## src/rtl/status_uart_tx_pkg.sv

```systemverilog
// Shared types and constants for the status uplink transmitter.
// STATUS_TX_PARITY_EN adds an even-parity bit to every byte of the frame.
package status_uart_tx_pkg;

  localparam int unsigned FRAME_BYTES       = 5;
  localparam logic [7:0]  SYNC_BYTE_DEFAULT = 8'hA5;

  localparam int unsigned LIGHT   = 0;
  localparam int unsigned HEATER  = 1;
  localparam int unsigned COOLER  = 2;
  localparam int unsigned ALARM   = 3;
  localparam int unsigned PLUG    = 4;
  localparam int unsigned DEVCTRL = 5;

  typedef enum logic [2:0] {
    IDLE,
    START,
    DATA,
    PARITY,
    STOP,
    DONE
  } txState_t;

  typedef enum logic [1:0] {
    FR_IDLE,
    FR_SEND,
    FR_DONE
  } frameState_t;

  function automatic logic [7:0] frameChecksum(input logic [7:0] status,
                                               input logic [7:0] curTemp,
                                               input logic [7:0] desTemp);
    return status ^ curTemp ^ desTemp;
  endfunction

endpackage

```

## src/rtl/status_uart_tx_byte.sv

```systemverilog
// Single-byte UART serializer: start, 8 data bits LSB first, optional even
// parity (STATUS_TX_PARITY_EN), stop. A start seen on the last stop cycle chains bytes.
module uart_tx_byte
  import status_uart_tx_pkg::*;
#(
  parameter int unsigned CLKS_PER_BIT = 868
) (
  input  logic       clk,
  input  logic       reset,
  input  logic       start,
  input  logic [7:0] data,
  output logic       tx,
  output logic       byteDone
);

  localparam int unsigned CNT_W = (CLKS_PER_BIT > 1) ? $clog2(CLKS_PER_BIT) : 1;
  localparam logic [CNT_W-1:0] LAST_CNT = CNT_W'(CLKS_PER_BIT - 1);

  txState_t         state, nextState;
  logic [CNT_W-1:0] baudCnt;
  logic [2:0]       bitIdx;
  logic [7:0]       dataReg;
  logic             bitEnd;
  logic             loadByte;

  assign bitEnd   = (baudCnt == LAST_CNT);
  assign loadByte = start && ((state == IDLE) || ((state == STOP) && bitEnd));

  always_ff @(posedge clk or negedge reset) begin
    if (!reset) state <= IDLE;
    else        state <= nextState;
  end

  always_comb begin
    nextState = state;
    case (state)
      IDLE:  if (start) nextState = START;
      START: if (bitEnd) nextState = DATA;
      DATA:
        if (bitEnd && (bitIdx == 3'd7)) begin
`ifdef STATUS_TX_PARITY_EN
          nextState = PARITY;
`else
          nextState = STOP;
`endif
        end
`ifdef STATUS_TX_PARITY_EN
      PARITY: if (bitEnd) nextState = STOP;
`endif
      STOP:  if (bitEnd) nextState = start ? START : IDLE;
      default: nextState = IDLE;
    endcase
  end

  always_comb begin
    tx       = 1'b1;
    byteDone = (state == STOP) && bitEnd;
    case (state)
      START: tx = 1'b0;
      DATA:  tx = dataReg[bitIdx];
`ifdef STATUS_TX_PARITY_EN
      PARITY: tx = ^dataReg;
`endif
      default: tx = 1'b1;
    endcase
  end

  always_ff @(posedge clk or negedge reset) begin
    if (!reset) begin
      baudCnt <= '0;
      bitIdx  <= '0;
      dataReg <= '0;
    end else begin
      if ((state == IDLE) || bitEnd) baudCnt <= '0;
      else                           baudCnt <= baudCnt + 1'b1;

      if (loadByte) dataReg <= data;

      if ((state == DATA) && bitEnd)
        bitIdx <= (bitIdx == 3'd7) ? 3'd0 : bitIdx + 3'd1;
    end
  end

endmodule

```

## src/rtl/status_uart_tx.sv

```systemverilog
// Status uplink: snapshots device outputs and temperatures into a 5-byte UART frame.
// STATUS_TX_PARITY_EN adds an even-parity bit per byte (55 bit times per frame).
module status_uart_tx
  import status_uart_tx_pkg::*;
#(
  parameter int unsigned CLKS_PER_BIT = 868,
  parameter logic [7:0]  SYNC_BYTE    = SYNC_BYTE_DEFAULT
) (
  input  logic       clk,
  input  logic       reset,
  input  logic       lightOn,
  input  logic       heaterOn,
  input  logic       coolerOn,
  input  logic       alarm,
  input  logic       plugOn,
  input  logic       deviceControl,
  input  logic [7:0] currentTemp,
  input  logic [7:0] desiredTemp,
  input  logic       send_req,
  output logic       tx,
  output logic       busy,
  output logic       frame_done
);

  frameState_t state, nextState;
  logic [7:0]  statusByte;
  logic [5:0]  lastStatus;
  logic        trigger;
  logic        pending;
  logic        loadFrame;
  logic        restart;
  logic        lastByte;
  logic        advance;
  logic [2:0]  byteIdx;
  logic [2:0]  selIdx;
  logic [7:0]  snapStatus, snapCur, snapDes, snapSum;
  logic        txStart;
  logic [7:0]  txData;
  logic        byteDone;

  always_comb begin
    statusByte          = '0;
    statusByte[LIGHT]   = lightOn;
    statusByte[HEATER]  = heaterOn;
    statusByte[COOLER]  = coolerOn;
    statusByte[ALARM]   = alarm;
    statusByte[PLUG]    = plugOn;
    statusByte[DEVCTRL] = deviceControl;
  end

  assign trigger   = send_req || (statusByte[5:0] != lastStatus);
  // A request landing in the DONE cycle restarts directly rather than being dropped.
  assign restart   = pending || trigger;
  assign loadFrame = ((state == FR_IDLE) && trigger) || ((state == FR_DONE) && restart);
  assign lastByte  = (byteIdx == 3'(FRAME_BYTES - 1));
  assign advance   = (state == FR_SEND) && byteDone && !lastByte;
  assign txStart   = loadFrame || advance;
  assign selIdx    = loadFrame ? 3'd0 : byteIdx + 3'd1;

  always_comb begin
    case (selIdx)
      3'd1:    txData = snapStatus;
      3'd2:    txData = snapCur;
      3'd3:    txData = snapDes;
      3'd4:    txData = snapSum;
      default: txData = SYNC_BYTE;
    endcase
  end

  always_ff @(posedge clk or negedge reset) begin
    if (!reset) state <= FR_IDLE;
    else        state <= nextState;
  end

  always_comb begin
    nextState = state;
    case (state)
      FR_IDLE: if (trigger) nextState = FR_SEND;
      FR_SEND: if (byteDone && lastByte) nextState = FR_DONE;
      FR_DONE: nextState = restart ? FR_SEND : FR_IDLE;
      default: nextState = FR_IDLE;
    endcase
  end

  always_comb begin
    busy       = (state == FR_SEND);
    frame_done = (state == FR_DONE);
  end

  always_ff @(posedge clk or negedge reset) begin
    if (!reset) begin
      lastStatus <= '0;
      pending    <= 1'b0;
      byteIdx    <= '0;
      snapStatus <= '0;
      snapCur    <= '0;
      snapDes    <= '0;
      snapSum    <= '0;
    end else if (loadFrame) begin
      lastStatus <= statusByte[5:0];
      pending    <= 1'b0;
      byteIdx    <= '0;
      snapStatus <= statusByte;
      snapCur    <= currentTemp;
      snapDes    <= desiredTemp;
      snapSum    <= frameChecksum(statusByte, currentTemp, desiredTemp);
    end else begin
      if (advance) byteIdx <= byteIdx + 3'd1;
      if ((state == FR_SEND) && trigger) pending <= 1'b1;
    end
  end

  uart_tx_byte #(
    .CLKS_PER_BIT(CLKS_PER_BIT)
  ) u_byte (
    .clk     (clk),
    .reset   (reset),
    .start   (txStart),
    .data    (txData),
    .tx      (tx),
    .byteDone(byteDone)
  );

endmodule
```

## config.mk

```make
export PLATFORM = sky130hd
export DESIGN_NAME = status_uart_tx
export DESIGN_NICKNAME = d
export VERILOG_FILES = /design/src/rtl/status_uart_tx_pkg.sv /design/src/rtl/status_uart_tx_byte.sv /design/src/rtl/status_uart_tx.sv
export SDC_FILE = /design/constraint.sdc
export NUM_CORES = 1
export LEC_CHECK = 0
export CAP_MARGIN = 20
export CELL_PAD_IN_SITES_DETAIL_PLACEMENT = 1
export CELL_PAD_IN_SITES_GLOBAL_PLACEMENT = 1
export CORE_UTILIZATION = 40
export CTS_CLUSTER_DIAMETER = 150
export CTS_CLUSTER_SIZE = 14
export DETAILED_ROUTE_END_ITERATION = 10
export PLACE_DENSITY_LB_ADDON = 0.1
export SYNTH_ARGS = -nofsm -noshare
export SYNTH_HDL_FRONTEND = slang
export SYNTH_SLANG_ARGS = --single-unit
export TNS_END_PERCENT = 50
```

## constraint.sdc

```tcl
create_clock -name clk -period 4.1 [get_ports clk]
set_input_delay 0.82 -clock clk [delete_from_list [all_inputs] [get_ports clk]]
set_output_delay 0.82 -clock clk [all_outputs]
set_load 0.01 [all_outputs]
```

==> flow_metrics.tcl, run 1 <==
set metrics [dict create \
    final_layout_size_suffix_gt1_frac 0.201 \
    final_cells 415 \
    drt_wl_total_microns 6680 \
    cts.htree.levels 3 \
    max-cap-violations 0 \
    vias_per_cell 5.15 \
    criticalPathCategory "register to output pin" \
    setup_viol 0 \
    p_leak_nw 1.58 \
    first_pass_iters 4 \
    cts_root_buf "clkbuf_8" \
    synth_top_cells_by_count "60 x dfrtp_1, 27 x mux2_4, 25 x xnor2_1, 22 x nor2_1, 15 x nand3_1" \
    cts_hold_buf 0 \
    synth.distinct_cells 43 \
    hold_violations 0 \
    worst_slew_pin_slew_ns 0.799 \
    path_cells "mux4_2, nor2b_1, a211oi_1, mux2i_1, or2_2, clkdlybuf4s50_1" \
    min_path_type "register to register" \
    synthTopCellsByArea "dfrtp_1 47%, mux2_4 13%, xnor2_1 6.8%, nor2_1 2.6%, nand3_1 2.3%" \
    synth-seq-cells 60 \
    cts.clk_slew.worst_paths_ns 0.07 \
    nets 338 \
    status "finished, final reports clean" \
    ant_nets 0 \
    synthCells 275 \
    drt-wirelength-per-cell_microns 16.1 \
    min_path_cells 1 \
    post_cts_buffers 0 \
    ys.flop_type "dfrtp_1" \
    endpoint_kind "output pin" \
    synth_area_sq_um 3200 \
    drt_iter0_markers 53 \
    dp_hpwl_microns 4820 \
    yosysMostFrequentCell "dfrtp_1" \
    critPathMaxStageDelay_ns 0.52 \
    fillCellCount 848 \
    port_buffers 27 \
    vias 2139 \
    avgSynthCellArea_sq_um 11.7 \
    grt_overflow 0 \
    dpl.cell_count 399 \
    synthToLayoutAreaGrowth_pct 17.7 \
    required_ns 3.28 \
    clockBufferDepth 2 \
    track_usage 0.183 \
    synth_top_cell_area_share 0.469 \
    clock-sinks 60 \
    grt_first_pass_wirelength_microns 11800 \
    cp-start-kind "register" \
    cpMaxStageDelayCell "mux4_2" \
    initial_core_util 0.415 \
    tns_ns 0 \
    fin_util 0.488 \
    async_reset_ff_frac 1.00 \
    numCtsBuffers 9 \
    synth_edf_count 0 \
    rows 32 \
    arrival_ns 2.52 \
    dieArea_sq_um 8370 \
    rsz0062_at_grt "false" \
    relSlewSlack 0.467 \
    core_sq_um 7730 \
    pin_count 28 \
    crit_fanout 5 \
    use_met1 0.237 \
    antenna_cells 0 \
    cts_resized 0 \
    clk_latency_ns 0.34 \
    rr_worst_depth 6 \
    top_usage_layer "met2" \
    antenna_found_initial 0 \
    yosysSeqAreaShare 0.469 \
    cts_tree "done" \
    synth_nets 305 \
    synth_top_area_cell "dfrtp_1" \
    met3_usage 0.0503 \
    finalCritPeriodShare 0.814 \
    ys_warn_count 0 \
    grt_pass1_vias 2340 \
    fmax_ghz 0.300 \
    use_met2 0.301 \
    max-vdd-ir-drop_uv 143 \
    fp.dieH_microns 91.5 \
    die-width_microns 91.5 \
    remaining_drc_errors 0 \
    report.final.slew_viol_count 0 \
    gp_congestion 0.748 \
    min_period_ns 3.34 \
    grt_max_degree 36 \
    fin_skew_ns 0.00787 \
    power.density_nw_per_um2 318 \
]
[report_power, final]
part / leakage [nW] / switching, W / internal, W / total [W]
sequential: 0.789 / 0.000000425 / 0.000592 / 0.000593
combinational: 0.696 / 0.0000288 / 0.0000346 / 0.0000634
clock: 0.0983 / 0.000247 / 0.000296 / 0.000543
total: 1.58 / 0.000276 / 0.000922 / 0.00120
[worst max-delay path: cells and delay by family, from the launching register on]
family / cells / cell delay [ns]
mux: 2 / 0.61
flops: 1 / 0.47
buf+inv: 1 / 0.48
compound gates: 1 / 0.20
simple gates: 2 / 0.42
[logic make-up (layout without fill, tap and decap cells)]
logic type | after synthesis | after routing | synth area share
simple gates | 82 | 82 | 0.131
compound gates | 37 | 37 | 0.0832
mux | 40 | 40 | 0.177
flops | 60 | 60 | 0.469
xor+xnor | 33 | 33 | 0.0902
fa+ha+maj | 5 | 5 | 0.0195
buf+inv | 18 | 56 | 0.0308
[final timing paths]
path,to,start,slack [ns]
hold / removal,u_byte.dataReg[3],u_byte.dataReg[3],0.49
setup / recovery,tx,u_byte.bitIdx[0],0.76
setup reg to reg,u_byte.dataReg[0],byteIdx[0],1.26
min in group asynchronous,u_byte.baudCnt[5],reset,0.56
hold reg to reg,u_byte.dataReg[3],u_byte.dataReg[3],0.49
max in group asynchronous,snapSum[3],reset,2.70
[metal layers]
| metal | share of wire | routed length (microns) |
|---|---|---|
| met5 | 0 | 0 |
| met2 | 0.48 | 3220 |
| met3 | 0.031 | 207 |
| met4 | 0.0069 | 46 |
| met1 | 0.48 | 3200 |
[final cells by class]
cell class              count  area [sq um]  share of cell area
repair buffers             33           310              0.0823
well taps                 102           128              0.0338
inverters                   7          26.3             0.00697
clock inverters             6          63.8              0.0169
multi-input cells         197          1610               0.426
flip-flops and latches     60          1500               0.398
clock buffers              10           138              0.0365
[per-stage QoR]
| step | power [W] | hold WS, ns | area, sq um | worst slack (ns) |
|---|---|---|---|---|
| floorplan | 0.000625 | 0.451 | 3200 | 1.64 |
| global placement | 0.000668 | 0.470 | 3570 | 0.769 |
| detailed placement | 0.000669 | 0.479 | 3570 | 0.734 |
| CTS | 0.00122 | 0.495 | 3770 | 0.708 |
| global route | 0.00125 | 0.510 | 3770 | 0.597 |
| finish | 0.00120 | 0.491 | 3770 | 0.762 |
[sequential cells by signal, summed over array words and instances, names as in the netlist]
signal	count
snapStatus	6
u_byte.dataReg	8
u_byte.state	3
state	2
snapSum	8
snapDes	8
snapCur	8
u_byte.baudCnt	10
pending	1
byteIdx	3
u_byte.bitIdx	3
[cells in the final DEF (no fill, tap or decap), drive strengths merged, types with 4 or more instances in the layout]
master         Yosys  final
and3               4      4
nor2              22     22
clkinv             1      4
o2bb2ai            4      4
ha                 5      5
clkbuf             6     10
clkdlybuf4s50      0     26
mux2i              6      6
nand2             10     10
buf                5      7
o22a               5      5
o21ai              5      5
xor2               8      8
dfrtp             60     60
a21oi             11     11
nand3             15     15
xnor2             25     25
nor3               9      9
mux2              32     32
inv                6      6
(Power assumes the default switching activity.)
==> run 2, diff against run 1 <==
==> constraint.sdc (replaced) <==
create_clock -name clk -period 3 [get_ports clk]
set_input_delay 0.6 -clock clk [delete_from_list [all_inputs] [get_ports clk]]
set_output_delay 0.6 -clock clk [all_outputs]
set_load 0.01 [all_outputs]
==> flow_metrics.tcl, run 2 (same netlist as run 1, synthesis figures left out) <==
set metrics [dict create \
    status "finished, final reports clean" \
    rows 32 \
    pre_cts_ws_ns 0.0715 \
    synthToLayoutAreaGrowth_pct 20.4 \
    r2r_end "u_byte.dataReg[4]" \
    largest-register "u_byte.baudCnt" \
    clock-sinks 60 \
    seq_area_sq_um 1500 \
    min_period_ns 2.85 \
    finalCritPeriodShare 0.951 \
    rrSetupSlack_ns 0.63 \
    fin_skew_ns 0.00997 \
    grt_pass1_vias 2308 \
    dieArea_sq_um 8370 \
    rr_startpoint "byteIdx[0]" \
    largest_reg_flops 10 \
    hold_violations 0 \
    first_pass_iters 4 \
    grt_overflow 0 \
    final_common_cell "dfrtp_1" \
    nets 344 \
    setup_viol 0 \
    timing.final.ws_setup_ns 0.146 \
    vias_per_cell 5.15 \
    fp.dieH_microns 91.5 \
    drt_wl_total_microns 6770 \
    p_leak_nw 1.63 \
    report.final.slew_viol_count 0 \
    multi_input_area_sq_um 1610 \
    rr_worst_depth 6 \
    fmax_ghz 0.350 \
    grt_max_degree 33 \
    cts_tree "done" \
    cts.clk_slew.worst_paths_ns 0.07 \
    numCtsBuffers 9 \
    drt_iter0_markers 65 \
    fillCellCount 815 \
    port_buffers 27 \
    min_path_type "input pin to asynchronous set/reset pin" \
    remaining_drc_errors 0 \
    max-vdd-ir-drop_uv 252 \
    cts_root_buf "clkbuf_8" \
    tns_ns 0 \
    power.density_nw_per_um2 442 \
    core_sq_um 7730 \
    clk_latency_ns 0.34 \
    rsz0062_at_grt "false" \
    initial_core_util 0.415 \
    gp_congestion 0.713 \
    criticalPathCategory "register to output pin" \
    track_usage 0.181 \
    vias 2170 \
    cts.htree.levels 3 \
    antenna_found_initial 0 \
    worst_slew_pin_slew_ns 0.978 \
    final_layout_size_suffix_gt1_frac 0.213 \
    drt-wirelength-per-cell_microns 16.1 \
    pin_count 28 \
    antenna_cells 0 \
    arrival_ns 2.25 \
    ant_nets 0 \
    die-width_microns 91.5 \
    endpoint_kind "output pin" \
    required_ns 2.40 \
    cts_hold_buf 0 \
    crit_fanout 3 \
    fin_util 0.499 \
    dp_hpwl_microns 5100 \
    crit_start "u_byte.bitIdx[0]" \
    grt_first_pass_wirelength_microns 11600 \
    final_cell_mix "59 x dfrtp_1, 27 x mux2_4, 25 x xnor2_1, 25 x clkdlybuf4s50_1, 22 x nor2_1" \
    cp-start-kind "register" \
    max-cap-violations 0 \
    relSlewSlack 0.343 \
    clockBufferDepth 2 \
]
## run 2: changes by cell type in the layout (fill, tap and decap cells not counted), sizes merged
cell / delta
buf: +6
clkdlybuf4s50: -1
clkinv: -2
dlygate4sd2: +1
clkbuf: +2
clkinvlp: -1
bufinv: +1
## run 2: where the power goes
group	leakage, nW	internal, W	switching, W
combinational	0.733	0.0000491	0.0000400
clock	0.107	0.000490	0.000317
sequential	0.788	0.000810	0.000000624
## run 2: worst max-delay path by stage
stage / endpoint / slack [ns] / depth (start not counted)
after floorplan: snapCur[0] / 0.76 / 6
after global placement: snapStatus[0] / 0.11 / 6
after detailed placement: snapCur[0] / 0.07 / 6
after CTS: tx / 0.10 / 6
after global routing: tx / 0.01 / 6
final: tx / 0.15 / 6
## run 2: repair_timing
action,4_1_cts,5_1_grt
gates resized for setup,2,0
setup buffers,1,0
setup endpoints to repair,1,0
## run 2: stage by stage
| stage | hold slack, ns | instances | cell area [sq um] | total power (W) |
|---|---|---|---|---|
| 6_report | 0.307 | 421 | 3860 | 0.00171 |
| 2_1_floorplan | 0.304 | 275 | 3200 | 0.000854 |
| 3_3_place_gp | 0.473 | 404 | 3630 | 0.000916 |
| 3_5_place_dp | 0.474 | 404 | 3630 | 0.000917 |
| 4_1_cts | 0.324 | 421 | 3860 | 0.00174 |
| 5_1_grt | 0.365 | 421 | 3860 | 0.00177 |
## run 2: worst max-delay path: stages, from the launching register on
cell           delay (ns)
dfrtp_2              0.40
mux4_2               0.50
nor2b_1              0.14
a211oi_1             0.21
mux2i_1              0.10
or2_2                0.29
dlygate4sd2_1        0.28
## run 2: cell type report
type / count / share of cell area
Multi-Input combinational cell: 197 / 0.416
Clock buffer: 12 / 0.0376
Tap cell: 102 / 0.0331
Inverter: 7 / 0.00681
Clock inverter: 4 / 0.0188
Timing Repair Buffer: 39 / 0.0982
Sequential cell: 60 / 0.389
## run 2: per-layer routing
layer / vias to the layer above / track usage / share of wire / wire length (microns)
li1: 1054 / - / - / -
met1: 1081 / 0.233 / 0.47 / 3170
met2: 25 / 0.294 / 0.49 / 3340
met3: 10 / 0.0335 / 0.022 / 149
met4: 0 / 0.0794 / 0.016 / 111
met5: - / 0 / 0 / 0
